--- src/rtl/mem_port_arbiter_pkg.sv ---
// Shared widths and response-slot state encoding for the fetch/data memory port arbiter.
package mem_port_arbiter_pkg;

    localparam int WORD = 32;
    localparam int ADDR = 16;
    localparam int LEN  = 1 << ADDR;

    typedef enum logic [1:0] {
        IDLE     = 2'd0,
        INFLIGHT = 2'd1,
        HOLD     = 2'd2
    } resp_state_t;

endpackage

--- src/rtl/mem_port_arbiter_if.sv ---
// Bundle of requester, response and memory-side signals around the arbiter.
interface mem_port_arbiter_if;
    import mem_port_arbiter_pkg::*;

    // Requests: req is sampled and granted combinationally in the same cycle.
    // Responses: a beat transfers on a rising edge where rvalid && rready; rvalid
    // and rdata stay stable while rvalid=1 and rready=0.
    logic              i_req;
    logic [ADDR-1:0]   i_addr;
    logic              i_gnt;
    logic              i_rvalid;
    logic [WORD-1:0]   i_rdata;
    logic              i_rready;

    logic              d_req;
    logic              d_we;
    logic [ADDR-1:0]   d_addr;
    logic [WORD-1:0]   d_wdata;
    logic              d_gnt;
    logic              d_rvalid;
    logic [WORD-1:0]   d_rdata;
    logic              d_rready;

    logic [ADDR-1:0]   mem_a;
    logic              mem_w;
    logic [WORD-1:0]   mem_d;
    logic [WORD-1:0]   mem_q;

    resp_state_t       i_state;
    resp_state_t       d_state;

    modport slave (
        input  i_req, i_addr, i_rready,
        input  d_req, d_we, d_addr, d_wdata, d_rready,
        input  mem_q,
        output i_gnt, i_rvalid, i_rdata,
        output d_gnt, d_rvalid, d_rdata,
        output mem_a, mem_w, mem_d,
        output i_state, d_state
    );

    modport master (
        output i_req, i_addr, i_rready,
        output d_req, d_we, d_addr, d_wdata, d_rready,
        output mem_q,
        input  i_gnt, i_rvalid, i_rdata,
        input  d_gnt, d_rvalid, d_rdata,
        input  mem_a, mem_w, mem_d,
        input  i_state, d_state
    );

endinterface

--- src/rtl/mem_port_arbiter_resp_slot.sv ---
// Per-port read response tracker: presents mem_q the cycle after a read grant and
// parks it in a hold register if the consumer stalls.
module mem_port_arbiter_resp_slot
    import mem_port_arbiter_pkg::*;
(
    input  logic            clk,
    input  logic            rst,
    input  logic            grant_read,
    input  logic            rready,
    input  logic [WORD-1:0] mem_q,
    output logic            rvalid,
    output logic [WORD-1:0] rdata,
    output resp_state_t     state
);

    resp_state_t     state_next;
    logic [WORD-1:0] hold_q;
    logic            hold_load;

    always_ff @(posedge clk or negedge rst) begin
        if (!rst) begin
            state  <= IDLE;
            hold_q <= '0;
        end else begin
            state <= state_next;
            if (hold_load) begin
                hold_q <= mem_q;
            end
        end
    end

    always_comb begin
        state_next = state;
        hold_load  = 1'b0;
        rvalid     = 1'b0;
        rdata      = '0;
        case (state)
            IDLE: begin
                if (grant_read) begin
                    state_next = INFLIGHT;
                end
            end
            INFLIGHT: begin
                rvalid = 1'b1;
                rdata  = mem_q;
                if (rready) begin
                    state_next = grant_read ? INFLIGHT : IDLE;
                end else begin
                    // mem_q is overwritten by the next access, so capture it now
                    hold_load  = 1'b1;
                    state_next = HOLD;
                end
            end
            HOLD: begin
                rvalid = 1'b1;
                rdata  = hold_q;
                if (rready) begin
                    state_next = grant_read ? INFLIGHT : IDLE;
                end
            end
            default: begin
                state_next = IDLE;
            end
        endcase
    end

endmodule

--- src/rtl/mem_port_arbiter.sv ---
// Round-robin arbiter sharing one single-port memory between the fetch (I) and
// load/store (D) paths; one access per cycle, read data returned a cycle later.
module mem_port_arbiter
    import mem_port_arbiter_pkg::*;
(
    input  logic              clk,
    input  logic              rst,
    mem_port_arbiter_if.slave bus
);

    logic i_elig;
    logic d_elig;
    logic contested;
    logic ptr_d;
    logic i_win;
    logic d_win;

    // A port whose own response is stalled must not issue another access.
    always_comb begin
        i_elig    = bus.i_req && !(bus.i_rvalid && !bus.i_rready);
        d_elig    = bus.d_req && !(bus.d_rvalid && !bus.d_rready);
        contested = i_elig && d_elig;
        i_win     = i_elig && !(d_elig && ptr_d);
        d_win     = d_elig && !(i_elig && !ptr_d);
    end

    always_ff @(posedge clk or negedge rst) begin
        if (!rst) begin
            ptr_d <= 1'b1;
        end else if (contested) begin
            ptr_d <= !ptr_d;
        end
    end

    always_comb begin
        bus.i_gnt = i_win;
        bus.d_gnt = d_win;
        bus.mem_a = '0;
        bus.mem_w = 1'b0;
        bus.mem_d = '0;
        if (d_win) begin
            bus.mem_a = bus.d_addr;
            bus.mem_w = bus.d_we;
            bus.mem_d = bus.d_wdata;
        end else if (i_win) begin
            bus.mem_a = bus.i_addr;
        end
    end

    mem_port_arbiter_resp_slot u_i_slot (
        .clk        (clk),
        .rst        (rst),
        .grant_read (i_win),
        .rready     (bus.i_rready),
        .mem_q      (bus.mem_q),
        .rvalid     (bus.i_rvalid),
        .rdata      (bus.i_rdata),
        .state      (bus.i_state)
    );

    mem_port_arbiter_resp_slot u_d_slot (
        .clk        (clk),
        .rst        (rst),
        .grant_read (d_win && !bus.d_we),
        .rready     (bus.d_rready),
        .mem_q      (bus.mem_q),
        .rvalid     (bus.d_rvalid),
        .rdata      (bus.d_rdata),
        .state      (bus.d_state)
    );

endmodule

--- src/flat_wrapper.sv ---
// flat-port wrapper written by rule: the top's interface ports become plain ports
module mem_port_arbiter_flat import mem_port_arbiter_pkg::*;
  (clk, rst, bus_i_req, bus_i_addr, bus_i_rready, bus_d_req, bus_d_we, bus_d_addr, bus_d_wdata, bus_d_rready, bus_mem_q, bus_i_gnt, bus_i_rvalid, bus_i_rdata, bus_d_gnt, bus_d_rvalid, bus_d_rdata, bus_mem_a, bus_mem_w, bus_mem_d, bus_i_state, bus_d_state);
  mem_port_arbiter_if bus_i ();
  input  logic clk;
  input  logic rst;
  input wire logic [$bits(bus_i.i_req)-1:0] bus_i_req;
  input wire logic [$bits(bus_i.i_addr)-1:0] bus_i_addr;
  input wire logic [$bits(bus_i.i_rready)-1:0] bus_i_rready;
  input wire logic [$bits(bus_i.d_req)-1:0] bus_d_req;
  input wire logic [$bits(bus_i.d_we)-1:0] bus_d_we;
  input wire logic [$bits(bus_i.d_addr)-1:0] bus_d_addr;
  input wire logic [$bits(bus_i.d_wdata)-1:0] bus_d_wdata;
  input wire logic [$bits(bus_i.d_rready)-1:0] bus_d_rready;
  input wire logic [$bits(bus_i.mem_q)-1:0] bus_mem_q;
  output wire logic [$bits(bus_i.i_gnt)-1:0] bus_i_gnt;
  output wire logic [$bits(bus_i.i_rvalid)-1:0] bus_i_rvalid;
  output wire logic [$bits(bus_i.i_rdata)-1:0] bus_i_rdata;
  output wire logic [$bits(bus_i.d_gnt)-1:0] bus_d_gnt;
  output wire logic [$bits(bus_i.d_rvalid)-1:0] bus_d_rvalid;
  output wire logic [$bits(bus_i.d_rdata)-1:0] bus_d_rdata;
  output wire logic [$bits(bus_i.mem_a)-1:0] bus_mem_a;
  output wire logic [$bits(bus_i.mem_w)-1:0] bus_mem_w;
  output wire logic [$bits(bus_i.mem_d)-1:0] bus_mem_d;
  output wire logic [$bits(bus_i.i_state)-1:0] bus_i_state;
  output wire logic [$bits(bus_i.d_state)-1:0] bus_d_state;
  assign bus_i.i_req = bus_i_req;
  assign bus_i.i_addr = bus_i_addr;
  assign bus_i.i_rready = bus_i_rready;
  assign bus_i.d_req = bus_d_req;
  assign bus_i.d_we = bus_d_we;
  assign bus_i.d_addr = bus_d_addr;
  assign bus_i.d_wdata = bus_d_wdata;
  assign bus_i.d_rready = bus_d_rready;
  assign bus_i.mem_q = bus_mem_q;
  assign bus_i_gnt = bus_i.i_gnt;
  assign bus_i_rvalid = bus_i.i_rvalid;
  assign bus_i_rdata = bus_i.i_rdata;
  assign bus_d_gnt = bus_i.d_gnt;
  assign bus_d_rvalid = bus_i.d_rvalid;
  assign bus_d_rdata = bus_i.d_rdata;
  assign bus_mem_a = bus_i.mem_a;
  assign bus_mem_w = bus_i.mem_w;
  assign bus_mem_d = bus_i.mem_d;
  assign bus_i_state = bus_i.i_state;
  assign bus_d_state = bus_i.d_state;
  mem_port_arbiter u_core (.clk(clk), .rst(rst), .bus(bus_i));
endmodule
--- config.mk ---
export PLATFORM = sky130hd
export DESIGN_NAME = mem_port_arbiter_flat
export DESIGN_NICKNAME = d
export VERILOG_FILES = /design/src/rtl/mem_port_arbiter_pkg.sv /design/src/rtl/mem_port_arbiter_if.sv /design/src/rtl/mem_port_arbiter_resp_slot.sv /design/src/rtl/mem_port_arbiter.sv /design/src/flat_wrapper.sv
export SDC_FILE = /design/constraint.sdc
export NUM_CORES = 1
export LEC_CHECK = 0
export ABC_AREA = 1
export CAP_MARGIN = 10
export CORE_MARGIN = 3
export CORE_UTILIZATION = 25
export DETAILED_ROUTE_END_ITERATION = 12
export PLACE_DENSITY = 0.65
export REMOVE_ABC_BUFFERS = 1
export SLEW_MARGIN = 20
export SYNTH_ARGS = -nofsm -noshare
export SYNTH_HDL_FRONTEND = slang
export SYNTH_SLANG_ARGS = --single-unit
--- constraint.sdc ---
create_clock -name clk -period 4.4 [get_ports clk]
set_clock_uncertainty 0.2 [all_clocks]
set_input_delay 0.88 -clock clk [delete_from_list [all_inputs] [get_ports clk]]
set_output_delay 0.88 -clock clk [all_outputs]
set_load 0.02 [all_outputs]
After elaboration in Yosys (flattened, before gate mapping)
Index checks and enable logic that the tools add are counted.
Widths: inputs -> output; s select.
{"block": "totals", "reg_bits": 69, "inputBits": 103, "out_inout_bits": 121, "wordCells": 59}
{"block": "classes", "n_eq_ne": 8, "mux": 22, "n_reduce_logical": 24}
{"op": "$pmux 32 s2", "count": 2}
{"op": "$mux 16", "count": 2}
{"op": "$mux 32", "count": 1}
{"op": "$mux 2", "count": 6}
{"op": "$pmux 2 s3", "count": 2}
{"op": "$logic_and 1x1->1", "count": 10}
{"op": "$mux 1", "count": 9}
{"op": "$logic_not 1->1", "count": 8}
{"op": "$ne 2x2->1 const B", "count": 4}
{"op": "$eq 2x1->1 const B", "count": 2}
{"op": "$eq 2x2->1 const B", "count": 2}
{"op": "$logic_not 2->1", "count": 2}
{"op": "$reduce_and 2->1", "count": 2}
{"op": "$reduce_or 2->1", "count": 2}

Longest topological paths before layout
{"block": "depth", "ltp_word": 13, "mapped_depth": 9, "ltp_nobuf": 9}

By module
From an unflattened synthesis, not the netlist that was laid out.
{"block": "unflattened", "cells_unflattened": 675, "hier_area_um2": 4414.2}
{"mod": "mem_port_arbiter_resp_slot at u_core.u_d_slot", "instances": 1, "cells_each": 267, "area_per_inst_um2": 1875.5, "seq_area_each_um2": 850.8}
{"mod": "mem_port_arbiter_resp_slot at u_core.u_i_slot", "instances": 1, "cells_each": 267, "area_per_inst_um2": 1873.0, "seq_area_each_um2": 850.8}
{"mod": "mem_port_arbiter", "instances": 1, "cells_each": 141, "area_per_inst_um2": 665.6, "seq_area_each_um2": 26.3}

Worst setup path after synthesis
OpenSTA, ideal clock, no wires.
{"block": "synth_timing", "path_kind": "register to output", "start": "register u_core.u_d_slot.state[0]", "end": "output port bus_mem_a[10]", "arrival_ns": 1.807, "path_slack_ns": 1.513, "stages_incl_launch_ff": 8, "path_buffers": 1, "cell_sequence": "dfrtp_1 > inv_1 > ha_1 > a21boi_4 > nand2_4 > inv_4 > buf_6 > a22o_1"}
{"block": "synth_between", "word_cells_on_any_way": 13, "classes_between": "2 x eq/ne; 3 x mux; 8 x reduce/logical"}
{"element": "start: declaration", "line_no": "mem_port_arbiter_resp_slot.sv:13", "source": "output resp_state_t state"}
{"element": "start signal: assignment", "line_no": "mem_port_arbiter_resp_slot.sv:25", "source": "state <= state_next;"}
{"element": "$eq 2x2->1 or $eq 2x1->1 (tied branches)", "line_no": "mem_port_arbiter_resp_slot.sv:37", "source": "case (state)"}
{"element": "$reduce_or 2->1 (no line) (*)"}
{"element": "$mux 1 (*)", "line_no": "mem_port_arbiter_resp_slot.sv:37"}
{"element": "net bus_d_rvalid", "line_no": "flat_wrapper.sv:20", "source": "output wire logic [$bits(bus_i.d_rvalid)-1:0] bus_d_rvalid;"}
{"element": "$logic_and 1x1->1 (*)", "line_no": "mem_port_arbiter.sv:21", "source": "d_elig = bus.d_req && !(bus.d_rvalid && !bus.d_rready);"}
{"element": "$logic_not 1->1 (*)", "line_no": "mem_port_arbiter.sv:21"}
{"element": "$logic_and 1x1->1 (*)", "line_no": "mem_port_arbiter.sv:21"}
{"element": "$logic_and 1x1->1 (*)", "line_no": "mem_port_arbiter.sv:24", "source": "d_win = d_elig && !(i_elig && !ptr_d);"}
{"element": "net bus_d_gnt", "line_no": "flat_wrapper.sv:19", "source": "output wire logic [$bits(bus_i.d_gnt)-1:0] bus_d_gnt;"}
{"element": "$mux 16 (*)", "line_no": "mem_port_arbiter.sv:41", "source": "if (d_win) begin"}
{"element": "end: declaration", "line_no": "flat_wrapper.sv:22", "source": "output wire logic [$bits(bus_i.mem_a)-1:0] bus_mem_a;"}
The timed path passes the listed nets; every way through them passes the cells marked *.

Worst setup path in the final report
{"block": "layout_timing", "start": "input port bus_d_rready", "end": "output port bus_mem_a[5]"}
{"block": "layout_between", "elab_chain_len": 9, "word_cells_on_any_way": 10, "classes_between": "2 x mux; 8 x reduce/logical"}
{"element": "start: declaration", "line_no": "flat_wrapper.sv:14", "source": "input wire logic [$bits(bus_i.d_rready)-1:0] bus_d_rready;"}
{"element": "$logic_not 1->1 (*)", "line_no": "mem_port_arbiter.sv:21"}
{"element": "$logic_and 1x1->1 (*)", "line_no": "mem_port_arbiter.sv:21"}
{"element": "$logic_not 1->1 (*)", "line_no": "mem_port_arbiter.sv:21"}
{"element": "$logic_and 1x1->1 (*)", "line_no": "mem_port_arbiter.sv:21"}
{"element": "$logic_and 1x1->1", "line_no": "mem_port_arbiter.sv:23", "source": "i_win = i_elig && !(d_elig && ptr_d);"}
{"element": "$logic_not 1->1", "line_no": "mem_port_arbiter.sv:23"}
{"element": "$logic_and 1x1->1", "line_no": "mem_port_arbiter.sv:23"}
{"element": "$mux 16", "line_no": "mem_port_arbiter.sv:45", "source": "end else if (i_win) begin"}
{"element": "$mux 16 (*)", "line_no": "mem_port_arbiter.sv:41"}
Mark *: on every way between the ends. The rest lies on a longest branch, timed or not.

==> out/metrics.cfg <==
[power]
p_leak_nw = 2.96
ir_drop_mv = 0.310
power.density_nw_per_um2 = 626

[floorplan]
die_w_microns = 135
die-area_sq_um = 18200
start_util = 0.258
ios = 224
die_y_microns = 135
core_region_area_sq_um = 16100
num_rows = 46

[global_routing]
gr-total-overflow = 0
grt_max_degree = 70
grt_usage = 0.156
antenna_found_initial = 0
grt_pass1_wl_microns = 22600
first_global_vias = 4322

[clock_network]
cts_setup_buffers = 0
postCtsHoldBufs = 0
root_buffer = clkbuf_16
cts_buffers = 9
cts_tree = built
cts.sinks = 69
ctsResizeCount = 0
path_clk_slew_ns = 0.05
cts_buffer_depth = 2
h-tree-depth = 3
insertion_delay_ns = 0.33

[cells_and_area]
fin_nets = 907
post-route-util = 0.423
drive_gt1_frac = 0.0437
area_growth_pct = 63.8
n_antenna_cell = 0

[detailed_routing]
drt_wl_total_microns = 14200
firstDrtPassIters = 4
antenna_left = 0
drtIter0Drc = 240
drcViolationCount = 0
vias = 4412
drt-wirelength-per-cell_microns = 13.9
vias_per_cell = 4.34

[critical_path]
crit_arrival_ns = 2.87
cp_max_fo = 36
slowest_delay_ns = 0.60
path_class = in2out
crit_slowest_cell = clkdlybuf4s50_1
cp_cell_sequence = clkdlybuf4s50_1, inv_2, a21boi_4, nand2_4, inv_4, a22o_1, clkdlybuf4s50_1
path_delay_family = buffers and inverters
startpoint_type = primary input
worst-path-buf-inv = 4
crit_required_ns = 3.32
cpMostUsedCell = clkdlybuf4s50_1
cp-end-kind = primary output

[run]
maxCapViolCount = 0

[logic_synthesis]
ys_ff_latch = 69
synth.cell_area_sq_um = 4140
yosysSeqAreaShare = 0.417
syn-instance-count = 599
yosys_warnings = 0
postSynthAreaPerCell_sq_um = 6.92
synth_cell_type_count = 26

[sta]
fmax_mhz = 253
setup_ws_ns = 0.447
period_needed_ns = 3.95
setup_viol = 0
finalHoldViolations = 0
relSlewSlack = 0.399
period_share = 0.898
drv_slew = 0
rsz0062_at_grt = no
worstMarginPinSlew_ns = 0.902
finalSetupTns_ns = 0

[status]
status = completed

[place]
gp_congestion = 0.724
dp_slack_ns = 0.453
dp_hpwl_microns = 9640
io_buffers = 223

[worst_hold_path]
hold_class = reg2reg

[path summary, 6_finish.rpt]
check                                            from                         end  slack (ns)  depth (start not counted)
hold reg to reg            u_core.u_d_slot.hold_q[19]  u_core.u_d_slot.hold_q[19]        0.28                          2
hold / removal             u_core.u_d_slot.hold_q[19]  u_core.u_d_slot.hold_q[19]        0.28                          2
max in group asynchronous                         rst  u_core.u_d_slot.hold_q[23]        2.95                          1
setup reg to reg             u_core.u_d_slot.state[1]  u_core.u_d_slot.hold_q[23]        1.94                          4
min in group asynchronous                         rst  u_core.u_d_slot.hold_q[24]        0.48                          1
setup / recovery                         bus_d_rready                bus_mem_a[5]        0.45                          7
[cells in the final DEF, fill, tap and decap left out, types with 2 or more instances in the layout]
cell type        synthesis  routed
clkbuf_16                0       9
nand3_1                  2       2
nor2_1                  36      36
clkinv_2                 0       4
nand2_4                  1       3
inv_2                    2       2
o21ai_0                 65      65
nand2_1                207     205
a22o_1                  16      16
dfrtp_1                 68      68
ha_1                     8       6
o2111ai_1                2       2
a21oi_1                 64      64
buf_4                    2       5
inv_1                   75      75
ha_2                     0       2
clkdlybuf4s50_1          0     222
o21ai_1                  2       2
inv_4                    2       2
[per-layer routing]
layer | routed length, microns | global-route usage | share of wire | vias to the layer above
met5 | 0 | 0 | 0 | -
met4 | 140 | 0.0441 | 0.0099 | 0
met3 | 952 | 0.0451 | 0.067 | 8
met2 | 6690 | 0.248 | 0.47 | 165
met1 | 6390 | 0.207 | 0.45 | 1972
li1 | - | - | - | 2267
[cell usage after synthesis]
master | count | share of area
buf_4 | 2 | 0.0036
inv_4 | 2 | 0.0030
a21oi_1 | 64 | 0.077
a21boi_2 | 1 | 0.0027
inv_2 | 2 | 0.0018
dfrtp_1 | 68 | 0.41
nand3_1 | 2 | 0.0024
a22o_1 | 16 | 0.034
o2111ai_1 | 2 | 0.0042
buf_6 | 2 | 0.0054
o21ai_1 | 2 | 0.0024
nand2_4 | 1 | 0.0027
a21o_1 | 1 | 0.0018
clkbuf_1 | 21 | 0.019
a21boi_1 | 1 | 0.0018
nor2_1 | 36 | 0.033
a21boi_4 | 1 | 0.0045
nand2_2 | 1 | 0.0015
buf_2 | 16 | 0.019
inv_1 | 75 | 0.068
nand3_2 | 1 | 0.0024
o21ai_0 | 65 | 0.079
nand2_1 | 207 | 0.19
dfstp_2 | 1 | 0.0063
ha_1 | 8 | 0.024
xor2_1 | 1 | 0.0021
[layout make-up]
| cell class | count | area (sq um) |
|---|---|---|
| Timing Repair Buffer | 227 | 2260 |
| Clock buffer | 9 | 225 |
| Inverter | 79 | 302 |
| Multi-Input combinational cell | 410 | 1940 |
| Fill cell | 1659 | 9270 |
| Clock inverter | 7 | 66.3 |
| Sequential cell | 69 | 1730 |
| Tap cell | 216 | 270 |
[cell families after synthesis]
family / after synthesis / synth area share
compound gates: 153 / 0.207
xor+xnor: 1 / 0.00211
fa+ha+maj: 8 / 0.0242
buf+inv: 120 / 0.120
flops: 69 / 0.417
simple gates: 248 / 0.229
[sequential cells by signal (all words and copies together), names as in the netlist]
name	count
u_core.u_d_slot.state	2
u_core.ptr_d	1
u_core.u_i_slot.state	2
u_core.u_d_slot.hold_q	32
u_core.u_i_slot.hold_q	32
[metrics by stage]
| stage | hold WS [ns] | instance area, sq um | cells | power, mW |
|---|---|---|---|---|
| 3_5_place_dp | 0.272 | 6490 | 1001 | 3.57 |
| 5_1_grt | 0.302 | 6790 | 1017 | 4.59 |
| 3_3_place_gp | 0.266 | 6490 | 1001 | 3.56 |
| 4_1_cts | 0.286 | 6780 | 1017 | 4.31 |
| 2_1_floorplan | 0.253 | 3950 | 558 | 2.41 |
| 6_report | 0.283 | 6790 | 1017 | 4.25 |
[power breakdown]
group          internal, mW  total [mW]  leakage (nW)  switching (mW)
logic                 0.961        2.44          1.95            1.48
registers             0.935        1.10         0.863           0.163
clock network         0.435       0.712         0.145           0.277
total                  2.33        4.25          2.96            1.92
[worst min-delay path, stage by stage, from the launching register on]
cell,delay (ns)
dfrtp_1,0.34
nand2_1,0.05
o21ai_0,0.06
Note: power is estimated with default switching activity, not from simulation.
==> RTL edit 1, RTL diff (same settings) <==
The package constant `WORD` goes from 32 to 48.
--- a/src/rtl/mem_port_arbiter_pkg.sv
+++ b/src/rtl/mem_port_arbiter_pkg.sv
@@ -1,7 +1,7 @@
 // Shared widths and response-slot state encoding for the fetch/data memory port arbiter.
 package mem_port_arbiter_pkg;
 
-    localparam int WORD = 32;
+    localparam int WORD = 48;
     localparam int ADDR = 16;
     localparam int LEN  = 1 << ADDR;
 
Interface: changed (5 resized); port bits go from 224 to 304. No check against the original RTL was run, so the function may have changed too.
==> RTL edit 1 against the original RTL <==
  * Combinational power grew 41%
  * Total power grew 37%
  * Fmax grew 1.0%
  * Sequential share of layout area grew 1.3 points
  * Clock power grew 8.6%
  * Sequential cell count grew 32
  * Final area grew 39%
  * Critical path type unchanged
  * Sequential power grew 45%
  * Routed wire length grew 56%
  * Area after synthesis grew 42%
  * Global-route usage grew 1.4 points
  * Highest routed layer unchanged
  * Worst setup slack gained 0.041 ns
==> RTL edit 1: results (changes against the original RTL) <==
SYNTH
------------------------------------------------------------------------
Top post-synthesis cells by area .......................... sky130_fd_sc_hd__dfrtp_1, sky130_fd_sc_hd__nand2_1, sky130_fd_sc_hd__a21oi_1   was sky130_fd_sc_hd__dfrtp_1, sky130_fd_sc_hd__nand2_1, sky130_fd_sc_hd__o21ai_0
Proportion of synthesized chip area in sequential cells ...       42.84%   was 41.71%
Most frequent cells after synthesis ....................... sky130_fd_sc_hd__nand2_1, sky130_fd_sc_hd__inv_1, sky130_fd_sc_hd__dfrtp_1   unchanged

OUTCOME
------------------------------------------------------------------------
Outcome ................................................... finished, final reports clean   unchanged

CELLS AND AREA
------------------------------------------------------------------------
Multi-input combinational cell count ......................          586   was 410
Area occupied by multi-input gates ........................     2680 um2   was 1937 um2
Area added between synthesis and finish ...................       59.96%   was 63.85%
Proportion of layout cells with a drive suffix above 1 ....       3.727%   was 4.370%
Regs by FF count .......................................... u_core.u_d_slot.hold_q (48), u_core.u_i_slot.hold_q (48)   was u_core.u_d_slot.hold_q (32), u_core.u_i_slot.hold_q (32)
Nets@finish ...............................................        1,265   was 907
Count of fill cells added during filler insertion .........        2,339   was 1,659
Clock buffer count in the final layout ....................           11   was 9

POWER
------------------------------------------------------------------------
Internal power ............................................     3.094 mW   was 2.331 mW
Leakage dissipation .......................................     4.090 nW   was 2.961 nW
Peak ir drop on the vdd network ...........................    0.2678 mV   was 0.3100 mV

CRITICAL PATH
------------------------------------------------------------------------
Largest fanout on the critical path .......................           35   was 36
Crit path arrival time ....................................      2.83 ns   was 2.87 ns
Destination of the worst register-to-register timing path . u_core.u_d_slot.hold_q[46]$_DFFE_PN0P_   was u_core.u_d_slot.hold_q[23]$_DFFE_PN0P_

GLOBAL ROUTE
------------------------------------------------------------------------
First-pass GRT wire length ................................    34,980 um   was 22,650 um
Vias in the first global route ............................        6,453   was 4,322
Met1 demand-to-capacity share in global routing ...........       19.85%   was 20.67%
Met2 usage ................................................       30.45%   was 24.85%

DETAILED ROUTING
------------------------------------------------------------------------
Met1 Routed Length ........................................      9098 um   was 6394 um
DR WL met3 ................................................      1616 um   was 952 um
Routed length on met2 .....................................    11,040 um   was 6688 um
First drt pass iteration count ............................            5   was 4
Routed wirelength normalized by instance count ............     15.36 um   was 13.94 um

PLACED DESIGN
------------------------------------------------------------------------
Count of input and output buffers .........................          303   was 223
HPWL Detailed .............................................    15,540 um   was 9636 um

TIMING
------------------------------------------------------------------------
Worst slew slack as a fraction of its limit ...............       30.37%   was 39.87%

WORST HOLD PATH
------------------------------------------------------------------------
Hold wc startpoint ........................................ u_core.u_d_slot.hold_q[10]$_DFFE_PN0P_   was u_core.u_d_slot.hold_q[19]$_DFFE_PN0P_

## RTL edit 1: changes by cell type in the layout (fill, tap and decap cells not counted), moves of 3 or more
cell                              unedited run  this run
sky130_fd_sc_hd__a21oi_1                    64        96
sky130_fd_sc_hd__buf_12                      0         3
sky130_fd_sc_hd__buf_4                       5         8
sky130_fd_sc_hd__clkdlybuf4s50_1           222       302
sky130_fd_sc_hd__clkinv_2                    4         0
sky130_fd_sc_hd__dfrtp_1                    68       100
sky130_fd_sc_hd__inv_1                      75       105
sky130_fd_sc_hd__inv_2                       2         6
sky130_fd_sc_hd__nand2_1                   205       302
sky130_fd_sc_hd__nor2_1                     36        52
sky130_fd_sc_hd__o21ai_0                    65        79
sky130_fd_sc_hd__o21ai_1                     2        20
## RTL edit 1: cells by family after synthesis
logic type	count (synthesis)	share of synthesized area, %
compound gates	217	19.97
xor+xnor	1	0.1484
fa+ha+maj	8	1.696
buf+inv	169	12.19
flops	101	42.84
simple gates	360	23.17
==> RTL edit 2, RTL diff (same flow settings) <==
Without the edit above. Make the reset (`rst`) synchronous in 2 clocked blocks.
--- a/src/rtl/mem_port_arbiter_resp_slot.sv
+++ b/src/rtl/mem_port_arbiter_resp_slot.sv
@@ -17,7 +17,7 @@
     logic [WORD-1:0] hold_q;
     logic            hold_load;
 
-    always_ff @(posedge clk or negedge rst) begin
+    always_ff @(posedge clk) begin
         if (!rst) begin
             state  <= IDLE;
             hold_q <= '0;
--- a/src/rtl/mem_port_arbiter.sv
+++ b/src/rtl/mem_port_arbiter.sv
@@ -24,7 +24,7 @@
         d_win     = d_elig && !(i_elig && !ptr_d);
     end
 
-    always_ff @(posedge clk or negedge rst) begin
+    always_ff @(posedge clk) begin
         if (!rst) begin
             ptr_d <= 1'b1;
         end else if (contested) begin
Behaviour: differs if rst is asserted again (counterexample within 4 cycles, from zero or initial values and one cycle with rst low); with rst held inactive, the same outputs for 10 cycles.
==> RTL edit 2 against the original RTL <==
  * Routed wire length grew 5.9%
  * Sequential cell count did not move
  * Area after synthesis down 4.6%
  * Worst setup slack gained 0.082 ns
  * Final area is 1.6% lower
Power is not compared: it rests on default switching activity, and its combinational part moved more than twofold at a synthesized area within 25%.
==> RTL edit 2: results (changes against the original RTL) <==
WORST HOLD PATH
---------------------------------------------------------------------------
Hold wc startpoint ........................................... u_core.u_d_slot.hold_q[16]$_SDFFE_PN0P_   was u_core.u_d_slot.hold_q[19]$_DFFE_PN0P_

GLOBAL ROUTE
---------------------------------------------------------------------------
Met1 demand-to-capacity share in global routing ..............       21.84%   was 20.67%
First-pass GRT wire length ...................................    24,630 um   was 22,650 um
Met2 usage ...................................................       29.71%   was 24.85%
Maximum number of pins on one net before global-route repair .           55   was 70

PLACED DESIGN
---------------------------------------------------------------------------
HPWL Detailed ................................................    10,610 um   was 9636 um
Post-DP Area .................................................     6330 um2   was 6486 um2
Worst slack after detailed placement .........................    0.5188 ns   was 0.4531 ns

CRITICAL PATH
---------------------------------------------------------------------------
Destination of the worst register-to-register timing path .... u_core.u_d_slot.state[1]$_SDFFE_PN0P_   was u_core.u_d_slot.hold_q[23]$_DFFE_PN0P_
Worst R2R Path Depth .........................................            8   was 4

DETAILED ROUTING
---------------------------------------------------------------------------
Routed wirelength normalized by instance count ...............     14.20 um   was 13.94 um
Initial drt markers ..........................................          211   was 240
Routed via count divided by cell count .......................        4.380   was 4.338

CELLS AND AREA
---------------------------------------------------------------------------
Multi-input combinational cell count .........................          476   was 410
Clock buffer count in the final layout .......................           11   was 9
Proportion of layout cells with a drive suffix above 1 .......       4.846%   was 4.370%
Post-layout instance count excluding filler cells ............        1,057   was 1,017
Non-clock buffer count in the final layout ...................          236   was 227
Non-clk buf share ............................................       34.81%   was 33.29%
Area occupied by multi-input gates ...........................     2173 um2   was 1937 um2
Count of fill cells added during filler insertion ............        1,623   was 1,659

SYNTH
---------------------------------------------------------------------------
Top post-synthesis cells by area ............................. sky130_fd_sc_hd__dfxtp_1, sky130_fd_sc_hd__nor2_1, sky130_fd_sc_hd__nand2_1   was sky130_fd_sc_hd__dfrtp_1, sky130_fd_sc_hd__nand2_1, sky130_fd_sc_hd__o21ai_0
Proportion of synthesized chip area in sequential cells ......       34.95%   was 41.71%
Async set-or-reset flop fraction in the synthesized netlist ..           0%   was 100.0%
Count of unique library cells instantiated by Yosys ..........           22   was 26

TIMING
---------------------------------------------------------------------------
Worst Hold Slack .............................................    0.2817 ns   was 0.2827 ns

OUTCOME
---------------------------------------------------------------------------
Outcome ...................................................... finished, final reports clean   unchanged

==> RTL edit 2: cell count changes in the layout (fill, tap and decap cells not counted), sizes merged, moves of 2 or more <==
cell / change
nand4: +2
nand2: -64
inv: -29
a21oi: +5
bufinv: +2
dfrtp: -68
buf: +9
clkinv: -5
nor2: +126
clkbuf: +2
dfxtp: +69
o21ai: -2
==> RTL edit 2: worst max-delay path by stage <==
stage	start	end	slack [ns]	cells after the start
2_1_floorplan	u_core.u_d_slot.state[0]$_SDFFE_PN0P_	bus_mem_a[0]	1.42	6
3_3_place_gp	bus_d_req	bus_mem_a[5]	0.55	6
3_5_place_dp	bus_d_req	bus_mem_a[5]	0.52	6
4_1_cts	bus_d_req	bus_mem_a[5]	0.50	6
5_1_grt	u_core.u_i_slot.state[0]$_SDFFE_PN0P_	bus_i_rdata[16]	0.40	6
6_report	bus_d_req	bus_mem_a[5]	0.53	6
